===== src/rtl/a_buffer_loader_if.sv =====
`default_nettype none
// ============================================================================
// Module      : a_buffer_loader_if
// Description : Start/config, global-BRAM read and A-buffer write-port
//               signals of the activation buffer fill engine.
// Revision    : 1.0 - initial release
// ============================================================================
interface a_buffer_loader_if #(
    parameter int RAM_SIZE       = 1024,
    parameter int ADDR_WIDTH     = $clog2(RAM_SIZE),
    parameter int ARRAY_N        = 8,
    parameter int ACT_WIDTH      = 8,
    parameter int SRC_ADDR_WIDTH = 16
);
    logic                          start;
    logic [SRC_ADDR_WIDTH-1:0]     src_base_addr;
    logic [ADDR_WIDTH-1:0]         dst_base_addr;
    logic [$clog2(ARRAY_N):0]      num_rows;
    logic [ADDR_WIDTH:0]           row_len;
    logic                          bram_rd_en;
    logic [SRC_ADDR_WIDTH-1:0]     bram_rd_addr;
    logic [ACT_WIDTH-1:0]          bram_rd_data;
    logic [ADDR_WIDTH-1:0]         bram_to_ram_w_addr;
    logic [ARRAY_N-1:0]            bram_to_ram_w_en;
    logic [ACT_WIDTH-1:0]          bram_to_ram_w_data;
    logic                          busy;
    logic                          done;

    // Controller plus global BRAM side
    modport master (
        output start, src_base_addr, dst_base_addr, num_rows, row_len, bram_rd_data,
        input  bram_rd_en, bram_rd_addr, bram_to_ram_w_addr, bram_to_ram_w_en,
               bram_to_ram_w_data, busy, done
    );

    // Loader side
    modport slave (
        input  start, src_base_addr, dst_base_addr, num_rows, row_len, bram_rd_data,
        output bram_rd_en, bram_rd_addr, bram_to_ram_w_addr, bram_to_ram_w_en,
               bram_to_ram_w_data, busy, done
    );
endinterface
`default_nettype wire


===== src/rtl/a_buffer_loader.sv =====
`default_nettype none
// ============================================================================
// Module      : a_buffer_loader
// Description : Streams a num_rows x row_len activation tile from the global
//               BRAM into the A-buffer row RAMs, one element per cycle.
// Revision    : 1.0 - initial release
// ============================================================================
module a_buffer_loader #(
    parameter int RAM_SIZE       = 1024,
    parameter int ADDR_WIDTH     = $clog2(RAM_SIZE),
    parameter int ARRAY_N        = 8,
    parameter int ACT_WIDTH      = 8,
    parameter int SRC_ADDR_WIDTH = 16
) (
    input wire                  clk,
    input wire                  reset,
    a_buffer_loader_if.slave    bus
);
    localparam int c_row_w = $clog2(ARRAY_N) + 1;
    localparam int c_len_w = ADDR_WIDTH + 1;

    localparam logic [1:0] c_st_idle  = 2'd0;
    localparam logic [1:0] c_st_read  = 2'd1;
    localparam logic [1:0] c_st_drain = 2'd2;
    localparam logic [1:0] c_st_done  = 2'd3;

    localparam logic [ARRAY_N-1:0] c_row0_onehot = {{(ARRAY_N-1){1'b0}}, 1'b1};

    logic [1:0]                r_state;
    logic [1:0]                w_next_state;
    logic [SRC_ADDR_WIDTH-1:0] r_src_ptr;
    logic [ADDR_WIDTH-1:0]     r_dst_base;
    logic [c_row_w-1:0]        r_num_rows;
    logic [c_len_w-1:0]        r_row_len;
    logic [c_row_w-1:0]        r_row;
    logic [c_len_w-1:0]        r_col;
    logic [ARRAY_N-1:0]        r_w_en;
    logic [ADDR_WIDTH-1:0]     r_w_addr;
    logic                      w_rd_en;
    logic                      w_busy;
    logic                      w_done;
    logic [c_row_w-1:0]        w_num_rows_clamped;
    logic                      w_zero_tile;
    logic                      w_row_end;
    logic                      w_last;

    assign w_num_rows_clamped = (bus.num_rows > c_row_w'(ARRAY_N)) ? c_row_w'(ARRAY_N)
                                                                   : bus.num_rows;
    assign w_zero_tile = (bus.num_rows == '0) || (bus.row_len == '0);
    assign w_row_end   = (r_col == r_row_len - c_len_w'(1));
    assign w_last      = w_row_end && (r_row == r_num_rows - c_row_w'(1));

    // State register
    always_ff @(posedge clk) begin
        if (reset) begin
            r_state <= c_st_idle;
        end else begin
            r_state <= w_next_state;
        end
    end

    // Next-state decode
    always_comb begin
        w_next_state = r_state;
        case (r_state)
            c_st_idle: begin
                if (bus.start) begin
                    w_next_state = w_zero_tile ? c_st_done : c_st_read;
                end
            end
            c_st_read: begin
                if (w_last) begin
                    w_next_state = c_st_drain;
                end
            end
            c_st_drain: w_next_state = c_st_done;
            default:    w_next_state = c_st_idle;
        endcase
    end

    // State-decoded outputs
    always_comb begin
        w_rd_en = 1'b0;
        w_busy  = 1'b0;
        w_done  = 1'b0;
        case (r_state)
            c_st_read: begin
                w_rd_en = 1'b1;
                w_busy  = 1'b1;
            end
            c_st_drain: w_busy = 1'b1;
            c_st_done:  w_done = 1'b1;
            default: ;
        endcase
    end

    // Config latch, running (r,k)/source counters and the one-stage write pipeline
    always_ff @(posedge clk) begin
        if (reset) begin
            r_src_ptr  <= '0;
            r_dst_base <= '0;
            r_num_rows <= '0;
            r_row_len  <= '0;
            r_row      <= '0;
            r_col      <= '0;
            r_w_en     <= '0;
            r_w_addr   <= '0;
        end else begin
            r_w_en <= '0;
            case (r_state)
                c_st_idle: begin
                    if (bus.start) begin
                        r_src_ptr  <= bus.src_base_addr;
                        r_dst_base <= bus.dst_base_addr;
                        r_num_rows <= w_num_rows_clamped;
                        r_row_len  <= bus.row_len;
                        r_row      <= '0;
                        r_col      <= '0;
                    end
                end
                c_st_read: begin
                    // Element issued now is written next cycle to row r_row
                    r_w_en    <= c_row0_onehot << r_row;
                    r_w_addr  <= r_dst_base + r_col[ADDR_WIDTH-1:0];
                    r_src_ptr <= r_src_ptr + SRC_ADDR_WIDTH'(1);
                    if (w_row_end) begin
                        r_col <= '0;
                        r_row <= r_row + c_row_w'(1);
                    end else begin
                        r_col <= r_col + c_len_w'(1);
                    end
                end
                default: ;
            endcase
        end
    end

    assign bus.bram_rd_en         = w_rd_en;
    assign bus.bram_rd_addr       = w_rd_en ? r_src_ptr : '0;
    assign bus.busy               = w_busy;
    assign bus.done               = w_done;
    assign bus.bram_to_ram_w_en   = r_w_en;
    assign bus.bram_to_ram_w_addr = r_w_addr;
    assign bus.bram_to_ram_w_data = bus.bram_rd_data;
endmodule
`default_nettype wire

===== src/flat_wrapper.sv =====
// flat-port wrapper written by rule: the top's interface ports become plain ports
module a_buffer_loader_flat 
#(
    parameter int RAM_SIZE       = 1024,
    parameter int ADDR_WIDTH     = $clog2(RAM_SIZE),
    parameter int ARRAY_N        = 8,
    parameter int ACT_WIDTH      = 8,
    parameter int SRC_ADDR_WIDTH = 16
)
  (clk, reset, bus_start, bus_src_base_addr, bus_dst_base_addr, bus_num_rows, bus_row_len, bus_bram_rd_data, bus_bram_rd_en, bus_bram_rd_addr, bus_bram_to_ram_w_addr, bus_bram_to_ram_w_en, bus_bram_to_ram_w_data, bus_busy, bus_done);
  a_buffer_loader_if #(.RAM_SIZE(RAM_SIZE), .ADDR_WIDTH(ADDR_WIDTH), .ARRAY_N(ARRAY_N), .ACT_WIDTH(ACT_WIDTH), .SRC_ADDR_WIDTH(SRC_ADDR_WIDTH)) bus_i ();
  input wire clk;
  input wire reset;
  input wire logic [$bits(bus_i.start)-1:0] bus_start;
  input wire logic [$bits(bus_i.src_base_addr)-1:0] bus_src_base_addr;
  input wire logic [$bits(bus_i.dst_base_addr)-1:0] bus_dst_base_addr;
  input wire logic [$bits(bus_i.num_rows)-1:0] bus_num_rows;
  input wire logic [$bits(bus_i.row_len)-1:0] bus_row_len;
  input wire logic [$bits(bus_i.bram_rd_data)-1:0] bus_bram_rd_data;
  output wire logic [$bits(bus_i.bram_rd_en)-1:0] bus_bram_rd_en;
  output wire logic [$bits(bus_i.bram_rd_addr)-1:0] bus_bram_rd_addr;
  output wire logic [$bits(bus_i.bram_to_ram_w_addr)-1:0] bus_bram_to_ram_w_addr;
  output wire logic [$bits(bus_i.bram_to_ram_w_en)-1:0] bus_bram_to_ram_w_en;
  output wire logic [$bits(bus_i.bram_to_ram_w_data)-1:0] bus_bram_to_ram_w_data;
  output wire logic [$bits(bus_i.busy)-1:0] bus_busy;
  output wire logic [$bits(bus_i.done)-1:0] bus_done;
  assign bus_i.start = bus_start;
  assign bus_i.src_base_addr = bus_src_base_addr;
  assign bus_i.dst_base_addr = bus_dst_base_addr;
  assign bus_i.num_rows = bus_num_rows;
  assign bus_i.row_len = bus_row_len;
  assign bus_i.bram_rd_data = bus_bram_rd_data;
  assign bus_bram_rd_en = bus_i.bram_rd_en;
  assign bus_bram_rd_addr = bus_i.bram_rd_addr;
  assign bus_bram_to_ram_w_addr = bus_i.bram_to_ram_w_addr;
  assign bus_bram_to_ram_w_en = bus_i.bram_to_ram_w_en;
  assign bus_bram_to_ram_w_data = bus_i.bram_to_ram_w_data;
  assign bus_busy = bus_i.busy;
  assign bus_done = bus_i.done;
  a_buffer_loader #(.RAM_SIZE(RAM_SIZE), .ADDR_WIDTH(ADDR_WIDTH), .ARRAY_N(ARRAY_N), .ACT_WIDTH(ACT_WIDTH), .SRC_ADDR_WIDTH(SRC_ADDR_WIDTH)) u_core (.clk(clk), .reset(reset), .bus(bus_i));
endmodule

===== config.mk =====
export PLATFORM = sky130hd
export DESIGN_NAME = a_buffer_loader_flat
export DESIGN_NICKNAME = d
export VERILOG_FILES = /design/src/rtl/a_buffer_loader_if.sv /design/src/rtl/a_buffer_loader.sv /design/src/flat_wrapper.sv
export SDC_FILE = /design/constraint.sdc
export NUM_CORES = 1
export LEC_CHECK = 0
export BUFFER_PORTS_ARGS = -buffer_cell sky130_fd_sc_hd__buf_2
export CORE_UTILIZATION = 45
export DETAILED_ROUTE_END_ITERATION = 7
export GPL_ROUTABILITY_DRIVEN = 0
export HOLD_SLACK_MARGIN = 0.06
export PLACE_DENSITY = 0.77
export SLEW_MARGIN = 10
export SYNTH_ARGS = -nofsm -noshare
export SYNTH_HDL_FRONTEND = slang
export SYNTH_SLANG_ARGS = --single-unit

===== constraint.sdc =====
create_clock -name clk -period 4 [get_ports clk]
set_input_delay 0 -clock clk [delete_from_list [all_inputs] [get_ports clk]]
set_output_delay 0 -clock clk [all_outputs]
set_load 0.03 [all_outputs]

Word level (Yosys, flattened, before mapping) --
Index checks and enable logic that the tools add are counted.
Cells by class: add/sub/neg operators 6, magnitude comparators 1, equality and inequality tests 8, shift operators 1, mux-type cells 17, bitwise logic cells 1, reductions and logical operators 12
Operators by type and width (number):
- 16-bit two-way mux | 2
- 16-bit one-hot mux with 2 select lines | 1
- 11-bit two-way mux | 2
- 11-bit one-hot mux with 2 select lines | 1
- 16-bit by 1-bit adder with 16-bit output, second input constant | 1
- 4-bit two-way mux | 3
- 11-bit by 1-bit adder with 11-bit output, second input constant | 1
- 11-bit equality test | 1
- 11-bit zero test | 1
- 11-bit by 1-bit subtractor with 11-bit output, second input constant | 1
- 10-bit adder | 1
- 4-bit one-hot mux with 2 select lines | 1
- 1-bit by 4-bit left shift with 8-bit output, first input constant | 1
- 2-bit two-way mux | 3
- 2-bit one-hot mux with 3 select lines | 1
- 2-bit AND reduction | 3
- 4-bit by 1-bit adder with 4-bit output, second input constant | 1
- 2-bit equality test, second input constant | 2
- 4-bit equality test | 1
- 4-bit greater-than comparator, second input constant | 1
- 4-bit zero test | 1
- 2-bit by 1-bit inequality test with 1-bit output, second input constant | 2
- 2-bit OR reduction | 2
- 4-bit by 1-bit subtractor with 4-bit output, second input constant | 1
- other kinds (9) | 11
Word-level totals: register bits 76, input bits 52, output and inout port bits 45, word-level logic and storage cells 55

Logic depth before layout (Yosys ltp) --
word-level depth 5, gate-level depth with buffers 12, gate-level depth less buffers 10

Worst setup path after synthesis --
OpenSTA, ideal clock, no wires.
path type register to register, from register u_core.r_row_len[0], to register u_core.r_row[0], library setup time 117 ps, arrival time 2482 ps, data required time 3883 ps, setup slack 1402 ps, stages on the path, launching flop included 13, path buffers 3, period minus slack after synthesis 2598 ps, cells stage by stage dfxtp_1 > clkbuf_1 > inv_1 > ha_1 > clkbuf_1 > nor4b_1 > xor2_1 > a211oi_2 > a311o_2 > o31ai_4 > a21o_1 > buf_6 > o21ai_2
On the way: word-level cells in the longest chain between the ends 4
RTL lines:
- start: declaration | RTL line a_buffer_loader.sv:34 | logic [c_len_w-1:0] r_row_len;
- start signal: assignment | RTL line a_buffer_loader.sv:116 | r_row_len <= bus.row_len;
- 11-bit by 1-bit subtractor with 11-bit output | RTL line a_buffer_loader.sv:50 | assign w_row_end = (r_col == r_row_len - c_len_w'(1));
- 11-bit equality test | RTL line a_buffer_loader.sv:50
- 2-bit by 1-bit inequality test with 1-bit output (no line)
- 3-bit AND reduction (no line)
- end signal: assignment | RTL line a_buffer_loader.sv:128 | r_row <= r_row + c_row_w'(1);
- end: declaration | RTL line a_buffer_loader.sv:35 | logic [c_row_w-1:0] r_row;
Every way passes these cells. A chain may end at the register's enable or synchronous reset.

Final worst setup path --
from register u_core.r_row_len[0], to register u_core.r_col[5]
On the way: word-level cells in the longest chain between the ends 4
RTL lines:
- 11-bit by 1-bit subtractor with 11-bit output | RTL line a_buffer_loader.sv:50
- 11-bit equality test | RTL line a_buffer_loader.sv:50
- 11-bit two-way mux | RTL line a_buffer_loader.sv:126 | if (w_row_end) begin
- 11-bit one-hot mux with 2 select lines | RTL line a_buffer_loader.sv:110 | case (r_state)
- end signal: assignment | RTL line a_buffer_loader.sv:130 | r_col <= r_col + c_len_w'(1);
- end: declaration | RTL line a_buffer_loader.sv:36 | logic [c_len_w-1:0] r_col;
Every way passes these cells.

==> run summary <==
CTS tree: yes
Number of synthesized flops with an enable pin: 0
I/O pin count: 97
Crit share post-route: 72.3%
Final core utilization: 57.5%
Antenna Cells: 0
Hold slack: 0.0801 ns
Initial antenna violation count: 0
Via count: 4430
Synth area leaders: dfxtp_1 (34%), nand2_1 (6.5%), a21oi_1 (6.1%)
Worst vdd ir: 0.281 mV
Hpwl dp: 7630 µm
Clock Path Buffers: 2
Synth Instances: 574
Largest stage delay, worst path: 0.47 ns
# DRC: 0
CP startpoint: u_core.r_row_len[0]$_SDFFE_PP0P_
Area Growth Syn to Fin: 24.1%
Vias in the first global route: 3911
R2r worst-path depth: 9
Post-synth ARST share: 0%
Worst Hold Path Cells: 4
Startpoint class of the critical path: register
Die X: 102 µm
Normalized max-slew margin: 50.4%
Overall Power: 2.87 mW
GRT Overall Usage: 21.6%
Share of the synthesized area in the top cell type: 33.7%
Combinational Power Share: 41.4%
Routed met1 length: 5000 µm
Post-route setup TNS: 0 ns
DR top layer: met4
Clock network power share: 22.4%
Layout Cells excl Fill: 813
Crit path DAT: 3.11 ns
Root buffer cell: clkbuf_8
WHS Endpoint: u_core.r_src_ptr[2]$_SDFFE_PP0P_
Final Max Tran Viols: 0
Class of the worst hold path: in -> reg
R2R setup slack: 1.11 ns
Clock Skews: 0.0123 ns
Yosys top cell by area: dfxtp_1
Grt total ovfl: 0
Outcome: finished, final reports clean
WP data required: 4.22 ns
Switch Pwr: 1.18 mW
Crit-path cells: inv_1 > ha_1 > nor4b_1 > xor2_1 > a211oi_2 > a311o_2 > o31ai_4 > a21o_1 > nor2_2
Clk_lat worst skew: 0.35 ns
Seq cells post-synth: 76
Min Tclk post-route: 2.89 ns
Num CTS Buffers: 9
First-pass GRT wire length: 17700 µm
Top-count cell post-synth: nand2_1
CTS resizes: 0
Met3 WL post-DR: 546 µm
Post-synthesis sequential area ratio: 33.7%
Worst path slowest cell: a21o_1
Reg-to-reg endpoint: u_core.r_col[5]$_SDFFE_PP0P_
Pre-antenna DRT Iters: 6
Wirelength per Cell: 13.9 µm
Yosys cell types: 64
RSZ-0062 raised after global routing: no
DR iter-0 viols: 201
Antenna Nets Post-Route: 0
Clk slew on worst S/H paths: 0.08 ns
DR vias/cell: 5.45
Die Area: 10400 µm²
Post-synth top cells: nand2_1 (78), dfxtp_1 (76), a21oi_1 (55)
Sw frac: 41.1%
Number of port buffers: 80
Final count of negative-setup-slack endpoints: 0
RR Startpoint: u_core.r_row_len[0]$_SDFFE_PP0P_
Syn nets: 648
Final nets: 750
MaxCap Viol Count: 0
Internal power: 1.69 mW
Crit-path max FO: 9
Warnings, synthesis: 0
Actual slew at the worst max-slew pin: 0.743 ns
CTS H-tree depth: 3
Initial Util: 46.3%
Mapped cell area: 4510 µm²
Largest net degree at the start of global routing: 54
Placed instance count: 752
Core Area: 9730 µm²
# rows: 36
Ys flop type: dfxtp_1
Die extent in y: 102 µm
Share of cells above drive strength 1: 17.5%
CP endpoint kind: register
Hold Startpoint: bus_start
Leakage: 2.34 nW
Met2 WL: 5550 µm
Power per cell area: 512 nW/µm²
Max frequency: 346 MHz
Hold Vio Cnt, Final: 0
Setup CP Type: reg -> reg
Mean post-synth cell area: 7.85 µm²
Sink Count: 76
Final WL: 11300 µm
Seq pwr share: 36.2%
[cell type report]
class | count | area, µm²
Tap cell | 133 | 166
Multi-Input combinational cell | 430 | 2690
Clock buffer | 11 | 141
Inverter | 27 | 101
Fill cell | 910 | 4130
Timing Repair Buffer | 132 | 906
Clock inverter | 4 | 73.8
Sequential cell | 76 | 1520
[metrics by stage]
step	area, µm²	setup WS (ns)
4_1_cts	5600	1.10
5_1_grt	5600	0.945
3_5_place_dp	4920	1.15
6_report	5600	1.11
3_3_place_gp	4920	1.25
2_1_floorplan	4510	1.40
[layout by cell type, fill, tap and decap left out, types with 3 or more instances in the layout]
cell	count
mux2i_1	6
buf_2	80
dfxtp_1	76
a311o_1	3
o41ai_1	4
a311oi_1	5
ha_1	20
nor2b_1	3
a21o_1	5
o21ai_0	26
nor4_1	7
clkbuf_8	10
o311ai_0	3
nor3_1	13
a21oi_1	55
a211oi_1	8
nand4_1	4
nand3_1	15
nand2_1	78
xor2_1	8
and2_1	27
a211o_1	4
or3_1	3
and4_1	5
nand3b_1	5
inv_1	27
dlygate4sd3_1	46
nor2_1	42
buf_4	6
nor2_2	7
xnor2_1	17
and3_1	13
[worst max-delay path, delay by kind of cell (launching register included)]
| kind | cells | cell delay (ns) |
|---|---|---|
| flops | 1 | 0.38 |
| xor+xnor | 1 | 0.21 |
| compound gates | 4 | 1.32 |
| buf+inv | 1 | 0.08 |
| fa+ha+maj | 1 | 0.30 |
| simple gates | 2 | 0.46 |
[cells by family (layout without fill, tap and decap cells)]
family	Yosys count	count (layout)	synth area share (%)
AO/OA/AOI/OAI	140	140	20.1
XOR/XNOR	25	25	4.86
adder cells (fa/ha/maj)	22	22	6.27
buffers and inverters	68	174	6.74
flip-flops	76	76	33.7
multiplexers	6	6	1.33
AND/OR/NAND/NOR	237	237	26.9
[how the worst max path moves through the flow]
stage	to	slack [ns]	cells after the start
final	u_core.r_col[5]$_SDFFE_PP0P_	1.11	9
after global routing	u_core.r_col[5]$_SDFFE_PP0P_	0.94	9
after CTS	u_core.r_col[5]$_SDFFE_PP0P_	1.10	9
after detailed placement	u_core.r_col[5]$_SDFFE_PP0P_	1.15	9
after global placement	u_core.r_col[5]$_SDFFE_PP0P_	1.25	7
after floorplan	u_core.r_row[0]$_SDFFE_PP0P_	1.40	12
[power groups by stage]
stage / combinational (mW) / sequential (mW) / clock [mW]
3_3_place_gp: 1.09 / 1.04 / 0
5_1_grt: 1.31 / 1.06 / 0.686
2_1_floorplan: 0.885 / 1.03 / 0
4_1_cts: 1.18 / 1.03 / 0.654
6_report: 1.19 / 1.04 / 0.643
3_5_place_dp: 1.13 / 1.05 / 0
[metal layers]
metal  vias up  track usage (%)
li1       2216                -
met1      2066             25.4
met2       130             38.9
met3        18             4.45
met4         0             7.47
met5         -                0
[flip-flops by register name, summed over array words and instances (netlist names)]
| name | flops |
|---|---|
| u_core.r_dst_base | 10 |
| u_core.bus.bram_to_ram_w_addr | 10 |
| u_core.r_row_len | 11 |
| u_core.r_src_ptr | 16 |
| u_core.bus.bram_to_ram_w_en | 8 |
| u_core.r_row | 4 |
| u_core.r_state | 2 |
| u_core.r_col | 11 |
| u_core.r_num_rows | 4 |
[repair_timing]
action                                 in CTS  in global routing
hold buffers                               46                  0
buffers inserted                            0                  0
endpoints found under the hold margin      46                  0
setup endpoints to repair                   0                  0
Power figures use the tool's default switching activity.
